$ cat config.mk
export PLATFORM = sky130hd
export DESIGN_NAME = control_interlock
export DESIGN_NICKNAME = d
export VERILOG_FILES = /design/src/rtl/rv_pkg.sv /design/src/rtl/rs_usage_decode.sv /design/src/rtl/control_interlock.sv
export SDC_FILE = /design/constraint.sdc
export NUM_CORES = 1
export LEC_CHECK = 0
export ABC_AREA = 0
export CORE_MARGIN = 10
export CORE_UTILIZATION = 46
export DETAILED_ROUTE_END_ITERATION = 10
export GPL_ROUTABILITY_DRIVEN = 1
export GPL_TIMING_DRIVEN = 0
export PLACE_DENSITY = 0.81
export SYNTH_ARGS = -nofsm -noshare
export SYNTH_HDL_FRONTEND = slang
export SYNTH_SLANG_ARGS = --single-unit
$ cat constraint.sdc
create_clock -name clock -period 2.9 [get_ports clock]
set_input_delay 0.435 -clock clock [delete_from_list [all_inputs] [get_ports clock]]
set_output_delay 0.435 -clock clock [all_outputs]
set_load 0.03 [all_outputs]
$ cat src/rtl/rv_pkg.sv
// ---------------------------------------------------------------------------
// rv_pkg
// Shared RV32I definitions for the pipeline control blocks (interlock and
// forwarding unit). Holds the major-opcode encodings, the architectural
// register-address width and a small helper that classifies opcodes.
// No ports: package only.
// ---------------------------------------------------------------------------
package rv_pkg;

  localparam int REG_AW = 5;

  localparam logic [6:0] R_TYPE = 7'b0110011;
  localparam logic [6:0] I_TYPE = 7'b0010011;
  localparam logic [6:0] STORE  = 7'b0100011;
  localparam logic [6:0] LOAD   = 7'b0000011;
  localparam logic [6:0] BRANCH = 7'b1100011;
  localparam logic [6:0] JALR   = 7'b1100111;
  localparam logic [6:0] JAL    = 7'b1101111;
  localparam logic [6:0] AUIPC  = 7'b0010111;
  localparam logic [6:0] LUI    = 7'b0110111;
  localparam logic [6:0] FENCE  = 7'b0001111;
  localparam logic [6:0] SYSTEM = 7'b1110011;

  // Source-operand usage of one instruction.
  typedef struct packed {
    logic rs1;
    logic rs2;
  } rs_use_t;

  // Maps a major opcode to the register-file ports it reads. Opcodes that
  // read nothing (JAL, AUIPC, LUI, FENCE, SYSTEM, bubble, unknown) fall
  // through to the all-zero default so they can never stall.
  function automatic rs_use_t opcode_rs_use(input logic [6:0] opcode);
    rs_use_t u;
    u = '0;
    case (opcode)
      R_TYPE: u = '{rs1: 1'b1, rs2: 1'b1};
      STORE:  u = '{rs1: 1'b1, rs2: 1'b1};
      BRANCH: u = '{rs1: 1'b1, rs2: 1'b1};
      I_TYPE: u = '{rs1: 1'b1, rs2: 1'b0};
      LOAD:   u = '{rs1: 1'b1, rs2: 1'b0};
      JALR:   u = '{rs1: 1'b1, rs2: 1'b0};
      default: u = '0;
    endcase
    return u;
  endfunction

endpackage

$ cat src/rtl/rs_usage_decode.sv
// ---------------------------------------------------------------------------
// rs_usage_decode
// Decodes which source registers the instruction actually reads from its
// major opcode. Purely combinational; shared by the interlock and the
// forwarding unit so both agree on operand usage.
// Ports:
//   opcode   in  7  major opcode field of the instruction
//   use_rs1  out 1  instruction reads rs1
//   use_rs2  out 1  instruction reads rs2
// ---------------------------------------------------------------------------
module rs_usage_decode
  import rv_pkg::*;
(
  input  logic [6:0] opcode,
  output logic       use_rs1,
  output logic       use_rs2
);

  rs_use_t use_dec;

  always_comb begin
    use_dec = opcode_rs_use(opcode);
    use_rs1 = use_dec.rs1;
    use_rs2 = use_dec.rs2;
  end

endmodule

$ cat src/rtl/control_interlock.sv
// ---------------------------------------------------------------------------
// control_interlock
// Read-after-write hazard interlock for the 5-stage in-order RV32I pipeline
// (no forwarding). The instruction in IF/ID is compared against the
// destinations of the writers in ID/EXE, EXE/MEM and MEM/WB; any match on a
// source the opcode really reads requests a stall. A saturating counter
// records how many cycles were lost to stalls.
// Parameters:
//   REG_AW     register-address width
//   WB_BYPASS  1 = write-before-read register file, MEM/WB never hazards
//   CNT_W      width of the stall-cycle counter
// Ports:
//   clock, reset                          clock (rising edge), sync reset
//   id_exe_regWrite / id_exe_write_reg    writer in EXE
//   exe_mem_regWrite / exe_mem_write_reg  writer in MEM
//   mem_wb_regWrite / mem_wb_write_reg    writer in WB
//   if_id_opcode, if_id_read_reg1/2       instruction in ID
//   stall       out  combinational stall request
//   hazard_src  out  combinational {mem_wb, exe_mem, id_exe} match bits
//   stall_count out  registered saturating count of stalled cycles
// ---------------------------------------------------------------------------
module control_interlock #(
  parameter int REG_AW    = rv_pkg::REG_AW,
  parameter bit WB_BYPASS = 1'b0,
  parameter int CNT_W     = 32
) (
  input  logic              clock,
  input  logic              reset,
  input  logic              id_exe_regWrite,
  input  logic [REG_AW-1:0] id_exe_write_reg,
  input  logic              exe_mem_regWrite,
  input  logic [REG_AW-1:0] exe_mem_write_reg,
  input  logic              mem_wb_regWrite,
  input  logic [REG_AW-1:0] mem_wb_write_reg,
  input  logic [6:0]        if_id_opcode,
  input  logic [REG_AW-1:0] if_id_read_reg1,
  input  logic [REG_AW-1:0] if_id_read_reg2,
  output logic              stall,
  output logic [2:0]        hazard_src,
  output logic [CNT_W-1:0]  stall_count
);

  localparam int NUM_STAGES = 3;

  // A single in-flight writer conflicts with the ID instruction when it
  // really writes, its destination is not x0, and it names a source the
  // opcode actually reads.
  function automatic logic stage_match(
    input logic              reg_write,
    input logic [REG_AW-1:0] write_reg,
    input logic              use_rs1,
    input logic              use_rs2,
    input logic [REG_AW-1:0] read_reg1,
    input logic [REG_AW-1:0] read_reg2
  );
    logic hit1;
    logic hit2;
    hit1 = use_rs1 && (write_reg == read_reg1);
    hit2 = use_rs2 && (write_reg == read_reg2);
    return reg_write && (write_reg != '0) && (hit1 || hit2);
  endfunction

  // Saturating increment: holds at all-ones instead of wrapping.
  function automatic logic [CNT_W-1:0] sat_inc(input logic [CNT_W-1:0] val);
    if (&val) begin
      return val;
    end
    return val + CNT_W'(1);
  endfunction

  logic                    use_rs1;
  logic                    use_rs2;
  logic [NUM_STAGES-1:0]   stage_we;
  logic [REG_AW-1:0]       stage_wd [NUM_STAGES];
  logic [NUM_STAGES-1:0]   stage_hit;
  logic [CNT_W-1:0]        stall_count_p1;

  rs_usage_decode u_rs_usage_decode (
    .opcode  (if_id_opcode),
    .use_rs1 (use_rs1),
    .use_rs2 (use_rs2)
  );

  // Index order matches hazard_src: 0 = ID/EXE, 1 = EXE/MEM, 2 = MEM/WB.
  assign stage_we    = {mem_wb_regWrite, exe_mem_regWrite, id_exe_regWrite};
  assign stage_wd[0] = id_exe_write_reg;
  assign stage_wd[1] = exe_mem_write_reg;
  assign stage_wd[2] = mem_wb_write_reg;

  for (genvar g = 0; g < NUM_STAGES; g++) begin : g_stage
    assign stage_hit[g] = stage_match(stage_we[g], stage_wd[g],
                                      use_rs1, use_rs2,
                                      if_id_read_reg1, if_id_read_reg2);
  end

  // With a write-before-read register file the WB writer's value is already
  // visible to the ID read, so MEM/WB can never be a hazard.
  always_comb begin
    hazard_src    = stage_hit;
    hazard_src[2] = WB_BYPASS ? 1'b0 : stage_hit[2];
    stall         = |hazard_src;
  end

  // Stage p1: stall-cycle counter, reset has priority over a concurrent stall.
  always_ff @(posedge clock) begin
    if (reset) begin
      stall_count_p1 <= '0;
    end else if (stall) begin
      stall_count_p1 <= sat_inc(stall_count_p1);
    end
  end

  assign stall_count = stall_count_p1;

endmodule

==> metrics <==
Syn Area/Cell=8.10 sq um; reg2reg end=stall_count[22]$_SDFFE_PP0P_; synth unique cells=39; Finished Layout Cells=399; Rel. slew slack=51.6%; gpl congestion=between 0.8 and 0.9; final hold vios=0; initial core utilization=48.6%; commonest non-fill, non-tap cells in the layout=clkdlybuf4s50_1, dfxtp_1, a21oi_1; All-Layer GR Usage=18.6%; Clock Pin Slew Worst Setup and Hold Paths=roughly 0.070 ns; Buf/Inv on CP=3; dpl hpwl=5380 microns; final net count=approximately 380; row cnt=24; Post-Syn Area=2160 sq um; hold_buf cts=0; synth-to-layout area growth=44.5%; Top Ports=73; Tcrit/Tclk final=97.1%; worst reg2reg startpoint=stall_count[0]$_SDFFE_PP0P_; # setup viols final=0; synthesis-stage register bit count=32; Peak VDD IR=0.242 mV; critical path type=in2out; vias in the first global route=2370; Antenna diodes=0; Residual DRC=0; clock skew=0.00798 ns; Worst EP required=2.47 ns; core area=4440 sq um; initial antenna violation count=0; largest net degree at the start of global routing=11; chip height=between 80 and 90 microns; Critical-path top delay cell=or4_4; Worst Reg-to-Reg Cells=9; first-pass GRT wire length=11700 microns; maximum buffer depth of the clock tree=2; clk_lat worst skew=approximately 0.30 ns; PwrDens=337 nW/um^2; max cap viols=0; max reg flops=32; reg-to-reg slack, setup=0.22 ns; antenna viol nets, final=0; critical path peak fanout=5; post-synthesis cell count=267; Routed WL per cell=18.3 microns; ranking of synthesized cells by area=dfxtp_1, xor2_1, or4_1; cell count of the worst hold path=2; Vias=between 2k and 2.5k; status=finished clean; final wirelength=7320 microns; H-tree depth=2; Fill cells=393; CTS Root Cell=clkbuf_8; commonest non-fill, non-tap cell in the layout=clkdlybuf4s50_1; Least-Margin Pin Slew=0.724 ns; Worst Hold Endpoint=stall_count[10]$_SDFFE_PP0P_; DRT Pass-1 Iters=5; Critical Path Max Stage Delay=0.57 ns; CTS sink cnt=32; Pwr Total=around 1100 uW; Worst EP arrival=2.38 ns; post-synth top area cell=dfxtp_1; CTS tree=yes; 1st-iter DRT viols=138; Hold Slack=0.511 ns; startpoint types=primary input; CP Cell Sequence=clkdlybuf4s50_1 > and3b_2 > nand4b_4 > or4_4 > a21oi_4 > buf_4 > clkbuf_4; Vias/cell=6.17; worst hold path startpoint=stall_count[10]$_SDFFE_PP0P_; final slew viol count=0; number of port buffers=slightly above 70; CP endpoint kind=output port; Static Leak=0.00102 uW; Post-Place Cells=390; top cell type's share of synthesized area=29.6%; hold crit path type=reg2reg; Seq/Total Area, Yosys=29.6%; syn_nets=305; ratio of cells with drive above 1 in the final layout=under 10%; grt ovf=0; min Tclk post-route=between 2 and 3 ns; Ys Warns=0; Die X=88.6 microns; Highest Clock Rate=355 MHz; CP startpoint=if_id_opcode[0]; clock buffer count from CTS=5; crit-path leading delay family=simple AND/OR/NAND/NOR gates; Die ar.=7840 sq um
[layout make-up]
type	instances	area [sq um]	share of cell area (%)
Buffer	10	51.3	1.64
Sequential cell	32	641	20.5
Tap cell	52	65.1	2.08
Clock buffer	7	96.3	3.08
Timing Repair Buffer	72	704	22.5
Clock inverter	1	30.0	0.961
Inverter	4	15.0	0.481
Multi-Input combinational cell	221	1520	48.7
[through the flow]
| stage | util [%] | cell area [sq um] | setup TNS, ns | setup slack [ns] |
|---|---|---|---|---|
| after floorplan | - | 2160 | 0 | 0.107 |
| after global placement | 66.1 | 2940 | -8.79 | -0.475 |
| after detailed placement | 66.1 | 2940 | -9.74 | -0.500 |
| after CTS | 69.5 | 3090 | -0.0465 | -0.0420 |
| after global routing | 70.3 | 3120 | -0.0353 | -0.0134 |
| final | 70.3 | 3120 | 0 | 0.0828 |
[worst min-delay path, cell delays in order (launching register included)]
cell and delay [ns]:
dfxtp_1 0.33, o21ai_0 0.08, a21oi_1 0.06
[Yosys cell counts]
cell type   n
buf_2       3
nor3_1      7
o32ai_1     1
a21oi_2     1
xnor2_1    14
nand2_1    16
xor2_1     20
inv_1       4
nand4_1    10
ha_1        1
nand3b_1    2
o21ai_0    11
mux2i_1     1
o311ai_0    3
buf_6       1
buf_1       1
o31ai_1    13
or4_4       1
nand3_1    14
or2_2       1
or4_1      18
and3b_1     2
and3_1      6
o41a_1      1
o32ai_2     1
and4_1      3
nor2b_1     6
nor4_1      2
o21a_1      1
nor2_1     18
o21ba_2     1
a21oi_1    24
and2_0      1
mux2_2      5
or3_1      14
dfxtp_1    32
nand4b_2    1
a21oi_4     1
clkbuf_1    5
[worst max path at each step]
stage                                         to  cells past startpoint
floorplan           stall_count[19]$_SDFFE_PP0P_                      8
global placement                           stall                      8
detailed placement                         stall                      8
CTS                                        stall                      8
global route        stall_count[22]$_SDFFE_PP0P_                      9
finish                             hazard_src[1]                      7
[kinds of logic after synthesis]
family / count (synthesis) / share of synthesized area (%)
AOI/OAI and AO/OA: 58 / 17.5
DFF: 32 / 29.6
buffers and inverters: 14 / 2.95
and+or+nand+nor: 122 / 32.5
adders and majority gates: 1 / 0.579
muxes: 6 / 3.07
xor gates and xnor gates: 34 / 13.8
[power by group]
| group | internal, uW | total, uW | switching (uW) |
|---|---|---|---|
| clock network | 303 | 485 | 182 |
| registers | 439 | 439 | 0.105 |
| logic | 72.1 | 130 | 57.8 |
| total | 815 | 1050 | 240 |
[metal layers]
layer,global-route usage (%),part of all wire (%)
met2,30.3,46
met4,4.99,1.2
met5,0,0
met1,22.8,43
met3,6.43,9.6
[timing repair]
item,CTS,global route
pin swaps,1,1
hold endpoints to repair,0,0
buffers inserted,1,0
endpoints found under the setup margin,15,16
cloned,0,0
gates resized for setup,15,15
Power figures use the tool's default switching activity.
